$ cat config.mk
export PLATFORM = sky130hd
export DESIGN_NAME = pwm_dac_tx
export DESIGN_NICKNAME = d
export VERILOG_FILES = /design/src/rtl/pwm_dac_tx.sv
export SDC_FILE = /design/constraint.sdc
export NUM_CORES = 1
export LEC_CHECK = 0
export BUFFER_PORTS_ARGS = -buffer_cell sky130_fd_sc_hd__buf_2
export CORE_UTILIZATION = 53
export CTS_BUF_LIST = sky130_fd_sc_hd__clkbuf_8
export DETAILED_ROUTE_END_ITERATION = 8
export HOLD_SLACK_MARGIN = 0.06
export MAX_ROUTING_LAYER = met4
export PLACE_DENSITY = 0.78
export SLEW_MARGIN = 10
export SYNTH_ARGS = -nofsm -noshare
export SYNTH_HDL_FRONTEND = slang
export SYNTH_SLANG_ARGS = --single-unit
export TNS_END_PERCENT = 10
$ cat constraint.sdc
create_clock -name clk -period 1.9 [get_ports clk]
set_clock_uncertainty 0.2 [all_clocks]
set_input_delay 0.38 -clock clk [delete_from_list [all_inputs] [get_ports clk]]
set_output_delay 0.38 -clock clk [all_outputs]
set_load 0.01 [all_outputs]
$ cat src/rtl/pwm_dac_tx.sv
// pwm_dac_tx: fixed-period PWM generator. Each period is 2^WIDTH ticks. A new
// duty code arrives over a valid/ready handshake, is held in a pending buffer,
// and is copied into the active duty only at a period boundary. While the
// block is disabled, a pending code is copied at once instead.
module pwm_dac_tx #(
  parameter int WIDTH    = 8,
  parameter int PRESCALE = 1
) (
  input  logic             clk,
  input  logic             rst_n,
  input  logic             enable,
  input  logic [WIDTH-1:0] duty_in,
  input  logic             duty_valid,
  output logic             duty_ready,
  output logic             pwm_out,
  output logic             period_start
);

  // The prescaler needs at least one bit, even when PRESCALE=1 and it stays 0.
  localparam int               PW        = (PRESCALE > 1) ? $clog2(PRESCALE) : 1;
  localparam logic [PW-1:0]    PRESC_MAX = PW'(PRESCALE - 1);
  localparam logic [WIDTH-1:0] CNT_MAX   = '1;

  logic [PW-1:0]    presc_q, presc_d;
  logic [WIDTH-1:0] cnt_q, cnt_d;
  logic [WIDTH-1:0] active_q, active_d;
  logic [WIDTH-1:0] pend_duty_q, pend_duty_d;
  logic             pend_q, pend_d;
  logic             pwm_q, pwm_d;
  logic             ps_q, ps_d;

  logic tick, boundary, xfer;

  // Timebase: the prescaler sets the tick rate, and ticks advance the period counter.
  always_comb begin
    tick     = enable && (presc_q == PRESC_MAX);
    boundary = tick && (cnt_q == CNT_MAX);
    presc_d  = presc_q;
    cnt_d    = cnt_q;
    if (!enable) begin
      presc_d = '0;
      cnt_d   = '0;
    end else begin
      presc_d = (presc_q == PRESC_MAX) ? '0 : presc_q + 1'b1;
      if (tick) cnt_d = cnt_q + 1'b1;
    end
  end

  // Double buffer. A pending code is applied at a boundary, or at once while
  // disabled. A transfer can only occur when nothing is pending, so a code
  // captured in a boundary cycle waits for the following boundary.
  always_comb begin
    xfer        = duty_valid && !pend_q;
    active_d    = active_q;
    pend_duty_d = pend_duty_q;
    pend_d      = pend_q;
    if (pend_q && (!enable || boundary)) begin
      active_d = pend_duty_q;
      pend_d   = 1'b0;
    end else if (xfer) begin
      pend_duty_d = duty_in;
      pend_d      = 1'b1;
    end
  end

  // Output decode, registered one cycle behind the counter state.
  always_comb begin
    pwm_d = enable && (cnt_q < active_q);
    ps_d  = enable && (cnt_q == '0) && (presc_q == '0);
  end

  // State registers, with all state cleared asynchronously on reset.
  always_ff @(posedge clk or negedge rst_n) begin
    if (!rst_n) begin
      presc_q     <= '0;
      cnt_q       <= '0;
      active_q    <= '0;
      pend_duty_q <= '0;
      pend_q      <= 1'b0;
      pwm_q       <= 1'b0;
      ps_q        <= 1'b0;
    end else begin
      presc_q     <= presc_d;
      cnt_q       <= cnt_d;
      active_q    <= active_d;
      pend_duty_q <= pend_duty_d;
      pend_q      <= pend_d;
      pwm_q       <= pwm_d;
      ps_q        <= ps_d;
    end
  end

  assign duty_ready   = !pend_q;
  assign pwm_out      = pwm_q;
  assign period_start = ps_q;

endmodule

==> parameters.txt, run 1 <==
Parameter                              Value

Flow run
  # Max-Cap Violations ... 0

Drt
  Antenna-violating nets left ... 0
  Vias/cell ... 5.723
  Detailed-route via count ... 910
  DRC violation count after routing ... 0
  Number of DRC markers after the initial detailed-route iteration ... 11
  Pre-Repair DR Iteration Count ... 4
  Aggregate routed wire length ... 2362 um
  Wire length per cell ... 14.86 um

Power and ir drop
  Total power density per cell area ... 924.4 nW/um^2
  Standby leakage power ... 0.7140 nW
  Worst voltage drop across the vdd grid ... 0.6433 mV

Timing
  Maximum frequency from static timing analysis ... 535.4 MHz
  Relative slew slack ... 0.6103
  Post-layout min period ... 1868 ps
  Worst slew pin tran ... 584.6 ps
  Period Utilization, post-route ... 0.9830
  Count of pins over their slew limit ... 0
  Unrepaired setup endpoints after global routing ... true
  Endpoints failing setup ... 0
  Final count of hold timing violations ... 0

Setup path
  CP startpoint kind ... flop
  Arr. time, crit path ... ~1800 ps
  Worst-path maximum fanout ... 8
  Critical path data required time ... around 1900 ps
  Crit Path Class ... flop to flop
  Crit end category ... flop
  Worst R2R Setup Slack ... 30 ps

Logic synthesis
  Post-Syn Area per Cell ... approximately 12 um^2
  #FFs+latches synth ... 27
  Register area share after synthesis ... 0.5263
  Cell variety after synth ... 29
  Count of mapped cells out of synthesis ... around 100
  Count of warnings emitted by yosys ... 0
  Number of nets in the synthesized netlist ... 125
  Mapped cell area ... 1284 um^2
  Cell taking the most area after synthesis ... sky130_fd_sc_hd__dfrtp_1
  Synth top area cells ... sky130_fd_sc_hd__dfrtp_1 (53%), sky130_fd_sc_hd__mux2_2 (14%), sky130_fd_sc_hd__ha_1 (8.8%)
  Yosys top cell area share ... 0.5263

Clock network
  Clock tree from TritonCTS ... built
  Clock edge transition at the registers on the reported setup and hold paths ... ~90 ps
  Cts bufs inserted ... 3
  Clk sinks ... 27
  H-tree depth reported by CTS ... 1
  Insertion delay of the later-clocked pin in the worst-skew pair ... 270 ps
  Buffer cell driving the clock tree root ... sky130_fd_sc_hd__clkbuf_8
  Maximum clock path buffer count ... 2

Layout
  Final instance count without filler cells ... 159
  Final net count ... 153
  Area of all sequential standard cells ... 675.6 um^2
  Share of cells above drive strength 1 ... 0.3588
  Most frequent cells in the layout ... sky130_fd_sc_hd__dfrtp_1 (27), sky130_fd_sc_hd__mux2_2 (16), sky130_fd_sc_hd__buf_2 (14)
  Number of antenna diodes ... 0
  Filler cell count in the final layout ... 172
  Combined area of the multi-input logic cells ... ~570 um^2
  Final core occ ... 0.6770
  Most frequent standard cell in the layout excluding fill and tap cells ... sky130_fd_sc_hd__dfrtp_1
  Area grow syn2layout ... 18.91%

Floorplan
  Die width ... between 50 and 60 um
  Placeable core region ... ~2300 um^2
  Number of rows created at floorplan ... 17
  Starting utilization of the core area ... 0.5694
  Number of primary I/O pins ... 15
  Vertical die dimension ... 51.22 um
  Die ar. ... 2623 um^2

Place
  Number of buffers inserted by port buffering ... 14
  Instance count after placement with tap cells included ... between 150 and 200
  Half-perimeter wire length after detailed placement ... approximately 1700 um
  Gp weighted congestion ... 0.7916

GRT
  Maximum number of pins on one net before global-route repair ... 28
  Via count of the first global-routing pass ... between 800 and 900
  Number of antenna violations at the first check in global routing ... 0
  All-layer global routing usage ... 0.2156
  Overflow left after global routing ... 0
  First-pass GRT wire length ... 3864 um

Status
  Run status ... finished, final reports clean

Hold path
  Worst Hold Class ... input pin to flop
[per-layer routing]
metal / up-vias / share of wire / track usage
li1: 419 / - / -
met2: 27 / 0.49 / 0.3487
met5: - / 0 / -
met3: 11 / 0.044 / 0.02679
met4: 0 / 0.040 / 0.1396
met1: 453 / 0.42 / 0.2544
[area by class of cell]
type | count | share of cell area
Timing Repair Buffer | 24 | 0.1049
Inverter | 11 | 0.02705
Multi-Input combinational cell | 65 | 0.3730
Clock buffer | 3 | 0.02705
Clock inverter | 1 | 0.002459
Sequential cell | 27 | 0.4426
Tap cell | 28 | 0.02295
[worst paths after layout]
path | startpoint | cells after the start | to
setup / recovery | cnt_q[1]$_DFF_PN0_ | 5 | active_q[5]$_DFFE_PN0P_
hold / removal | duty_in[2] | 2 | pend_duty_q[2]$_DFFE_PN0P_
setup reg to reg | cnt_q[1]$_DFF_PN0_ | 5 | active_q[5]$_DFFE_PN0P_
hold reg to reg | pend_duty_q[7]$_DFFE_PN0P_ | 1 | pend_duty_q[7]$_DFFE_PN0P_
max in group asynchronous | rst_n | 2 | active_q[7]$_DFFE_PN0P_
min in group asynchronous | rst_n | 2 | cnt_q[6]$_DFF_PN0_
[critical path, stage by stage, from the launching register on]
cell and delay, ps:
sky130_fd_sc_hd__dfrtp_1 430, sky130_fd_sc_hd__ha_1 190, sky130_fd_sc_hd__nand2_1 100, sky130_fd_sc_hd__o32ai_4 320, sky130_fd_sc_hd__buf_12 160, sky130_fd_sc_hd__mux2_2 340
[cells in the mapped netlist, drive strengths merged]
cell type / n
dfrtp: 27
mux2: 16
inv: 10
ha: 9
nor2: 5
a21oi: 4
nand2: 4
nand3: 4
o21ai: 3
nor2b: 2
or3: 2
xor2: 2
a2111oi: 1
a211oi: 1
and2: 1
and4b: 1
clkbuf: 1
clkinv: 1
nand2b: 1
nor3b: 1
nor4: 1
o2111a: 1
o211ai: 1
o311ai: 1
o31ai: 1
o32ai: 1
or4: 1
xnor2: 1
[kinds of logic (layout without fill, tap and decap cells)]
logic type	Yosys count	in the layout	share of synthesized area
flops	27	27	0.5263
simple gates	23	23	0.1014
mux	16	16	0.1403
compound gates	14	14	0.08870
buf+inv	12	39	0.03509
fa+ha+maj	9	9	0.08772
xor+xnor	3	3	0.02047
[per-stage QoR]
stage          area, um^2  TNS, ps  hold WS (ps)  setup slack [ps]  total power (W)
2_1_floorplan        1284        0        -115.6             87.25        0.0009840
3_3_place_gp         1445        0         209.6             36.27         0.001062
3_5_place_dp         1445   -223.2         218.8            -43.60         0.001090
4_1_cts              1500        0         130.3             10.91         0.001410
5_1_grt              1526   -77.53         129.2            -19.92         0.001499
6_report             1526        0         134.2             32.35         0.001411
[report_power, final]
group	leakage, nW	switching [W]	internal [W]
registers	0.333	0.0000671	0.000698
clock network	0.0269	0.000168	0.000145
logic	0.354	0.000146	0.000187
[sequential cells by signal (all words and copies together), names as in the netlist]
register and cells:
pend_q 1, cnt_q 8, active_q 8, pwm_out 1, period_start 1, pend_duty_q 8
[timing repair]
| item | 4_1_cts | 5_1_grt |
|---|---|---|
| pin swaps | 1 | 2 |
| hold endpoints to repair | 27 | 0 |
| gates resized for setup | 0 | 2 |
| setup buffers | 0 | 1 |
| setup endpoints to repair | 8 | 9 |
| hold buffers | 1 | 0 |
No activity file was read; power rests on OpenSTA's default activity.
==> inputs of run 2 (changes only) <==
--- a/config.mk
+++ b/config.mk
@@ -9,6 +9,7 @@
 export CORE_UTILIZATION = 53
 export CTS_BUF_LIST = sky130_fd_sc_hd__clkbuf_8
 export DETAILED_ROUTE_END_ITERATION = 8
+export GPL_TIMING_DRIVEN = 0
 export HOLD_SLACK_MARGIN = 0.06
 export MAX_ROUTING_LAYER = met4
 export PLACE_DENSITY = 0.78
==> run 2 against run 1 <==
Final cell count down 4.4%. Clock power up 4%. Die area unchanged. Worst setup slack worse by 14 ps. Design area is 3.0% lower. Via count is 3.5% lower. Critical path depth is 1 lower. Hold slack got worse by 7.8 ps. Register-to-register slack about the same. Flip-flop and latch count unchanged. Critical path type unchanged. Highest routed layer unchanged.
==> parameters.txt, run 2 (synthesis results as in run 1) <==
Parameter                              Value

Status
  Run status ... finished, final reports clean

Layout
  Filler cell count in the final layout ... 184 (+7.0%)
  Most frequent cells in the layout ... sky130_fd_sc_hd__dfrtp_1 (23), sky130_fd_sc_hd__mux2_2 (16), sky130_fd_sc_hd__buf_2 (14)
  Number of antenna diodes ... 0 (unchanged)
  Final instance count without filler cells ... 152 (-4.4%)
  Final net count ... 146 (-4.6%)
  Most frequent standard cell in the layout excluding fill and tap cells ... sky130_fd_sc_hd__dfrtp_1
  Largest registers ranked by flip-flop count ... active_q (8), cnt_q (8), pend_duty_q (8)
  Area grow syn2layout ... 15.40%
  Share of cells above drive strength 1 ... 0.3710 (+0.01219)

Power and ir drop
  Fraction of power spent switching nets ... 0.2783 (+0.007988)
  P_sw ... 0.0003971 W (+4.1%)
  Logic gate share of total power ... 0.236 (about the same)
  Worst voltage drop across the vdd grid ... 0.7046 mV (+9.5%)
  Sequential fraction of design power ... 0.536 (-0.006)
  P_int ... 0.001030 W (about the same)
  Total power density per cell area ... 963.1 nW/um^2 (+4.2%)
  Clock share of power ... 0.228 (+0.006)
  Standby leakage power ... 0.6675 nW (-6.5%)

GRT
  Overflow left after global routing ... 0 (unchanged)
  Number of antenna violations at the first check in global routing ... 0 (unchanged)
  Via count of the first global-routing pass ... 859 (-2.7%)
  All-layer global routing usage ... 0.2117 (-0.003983)
  Maximum number of pins on one net before global-route repair ... 28 (unchanged)
  First-pass GRT wire length ... 3815 um (-1.3%)

Timing
  Final count of hold timing violations ... 0 (unchanged)
  Post-layout min period ... 1882 ps (+14.20 ps)
  Endpoints failing setup ... 0 (unchanged)
  Fin Hold WS ... 126.5 ps (-7.756 ps)
  Unrepaired setup endpoints after global routing ... false
  Worst slew pin tran ... 592.0 ps (+7.372 ps)
  Count of pins over their slew limit ... 0 (unchanged)
  Period Utilization, post-route ... 0.9904 (+0.007475)
  Relative slew slack ... 0.6054 (-0.004914)
  Final TNS setup ... 0 ps (unchanged)
  Fin worst setup slack ... 18.15 ps (-14.20 ps)
  Maximum frequency from static timing analysis ... 531.4 MHz (-0.75%)

Floorplan
  Number of primary I/O pins ... 15 (unchanged)
  Number of rows created at floorplan ... 17 (unchanged)
  Placeable core region ... 2255 um^2 (unchanged)
  Die ar. ... 2623 um^2 (unchanged)
  Die width ... 51.22 um (unchanged)
  Vertical die dimension ... 51.22 um (unchanged)
  Starting utilization of the core area ... 0.5694 (unchanged)

Drt
  DRC violation count after routing ... 0 (unchanged)
  Antenna-violating nets left ... 0 (unchanged)
  Number of DRC markers after the initial detailed-route iteration ... 4 (-7)
  Pre-Repair DR Iteration Count ... 4 (unchanged)
  Vias/cell ... 5.776 (+0.93%)
  Detailed-route via count ... 878 (-3.5%)
  Aggregate routed wire length ... 2331 um (-1.3%)
  Wire length per cell ... 15.34 um (+3.2%)

Setup path
  Peak per-stage delay on the critical path ... 460 ps (+30 ps)
  Crit path depth ... 4 (-1)
  Crit Path Class ... flop to flop
  Worst path buffer plus inverter count ... 0 (-1)
  Crit end category ... flop
  Cell type of the slowest stage on the worst timing path ... sky130_fd_sc_hd__dfrtp_2
  Critical path data required time ... 1860 ps (about the same)
  Cell type group with the largest total delay on the critical path ... compound AO/OA/AOI/OAI gates
  Number of cell instances on the worst register-to-register path ... 4 (-1)
  CP startpoint kind ... flop
  Worst-path maximum fanout ... 5 (-3)
  Arr. time, crit path ... 1850 ps (+30 ps)
  Worst-path cell chain ... ha_1, a211oi_1, o21ai_0, a2111oi_2

Clock network
  Buffer cell driving the clock tree root ... sky130_fd_sc_hd__clkbuf_8
  Clock tree from TritonCTS ... built
  Clk sinks ... 27 (unchanged)
  Insertion delay of the later-clocked pin in the worst-skew pair ... 270 ps (about the same)
  H-tree depth reported by CTS ... 1 (unchanged)
  Maximum clock path buffer count ... 2 (unchanged)
  Cts bufs inserted ... 3 (unchanged)
  Clock edge transition at the registers on the reported setup and hold paths ... 90 ps (about the same)

Place
  Pre-CTS worst setup slack ... -150.9 ps (-107.3 ps)
  Half-perimeter wire length after detailed placement ... 1581 um (-5.1%)
  Number of buffers inserted by port buffering ... 14 (unchanged)
  Gp weighted congestion ... 0.7847 (-0.87%)
  Instance count after placement with tap cells included ... 146 (-4.6%)

Hold path
  Worst Hold Class ... input pin to flop
  Worst hold path stage count ... 2 (unchanged)

Flow run
  # Max-Cap Violations ... 0 (unchanged)
## run 2: layer usage
layer,GRT usage,wire (um),vias to the layer above
met2,0.3355,1178,26
met4,0.1306,48,0
met5,-,0,-
li1,-,-,409
met3,0.03869,91,6
met1,0.2500,1013,437
## run 2: repair_timing
item,in CTS,in global routing
gates resized for setup,2,6
hold endpoints to repair,27,0
hold buffers,1,0
setup endpoints to repair,9,9
pin swaps,2,1
setup buffers,1,0
## run 2: power by group through the flow
stage | Combinational [W] | Clock (W) | Sequential [W]
after detailed placement | 0.000306 | 0 | 0.000779
after CTS | 0.000333 | 0.000335 | 0.000768
after global routing | 0.000369 | 0.000350 | 0.000783
after global placement | 0.000281 | 0 | 0.000769
final | 0.000337 | 0.000325 | 0.000765
after floorplan | 0.000227 | 0 | 0.000757
## run 2: through the flow
stage / util / total power [W] / instance area (um^2)
after floorplan: - / 0.0009840 / 1284
after detailed placement: 0.6160 / 0.001084 / 1389
after CTS: 0.6509 / 0.001436 / 1468
final: 0.6570 / 0.001427 / 1481
after global placement: 0.6160 / 0.001050 / 1389
after global routing: 0.6570 / 0.001502 / 1481
## run 2: layout make-up
| class | count | area [um^2] | area share |
|---|---|---|---|
| tap | 28 | 35.03 | 0.02365 |
| inverter | 11 | 41.29 | 0.02787 |
| multi-input combinational | 65 | 574.3 | 0.3877 |
| timing repair buffer | 16 | 100.1 | 0.06757 |
| clock buffer | 3 | 41.29 | 0.02787 |
| sequential | 27 | 680.7 | 0.4595 |
| clock inverter | 1 | 5.005 | 0.003378 |
| buffer | 1 | 3.754 | 0.002534 |
## run 2: worst paths after layout
check | from | endpoint | slack (ps)
worst min register to register | pend_duty_q[1]$_DFFE_PN0P_ | pend_duty_q[1]$_DFFE_PN0P_ | 310
worst max register to register | cnt_q[3]$_DFF_PN0_ | pwm_out$_DFF_PN0_ | 20
max in group asynchronous | rst_n | cnt_q[1]$_DFF_PN0_ | 650
worst min-delay path | duty_in[1] | pend_duty_q[1]$_DFFE_PN0P_ | 130
min in group asynchronous | rst_n | cnt_q[4]$_DFF_PN0_ | 430
worst max-delay path | cnt_q[3]$_DFF_PN0_ | pwm_out$_DFF_PN0_ | 20
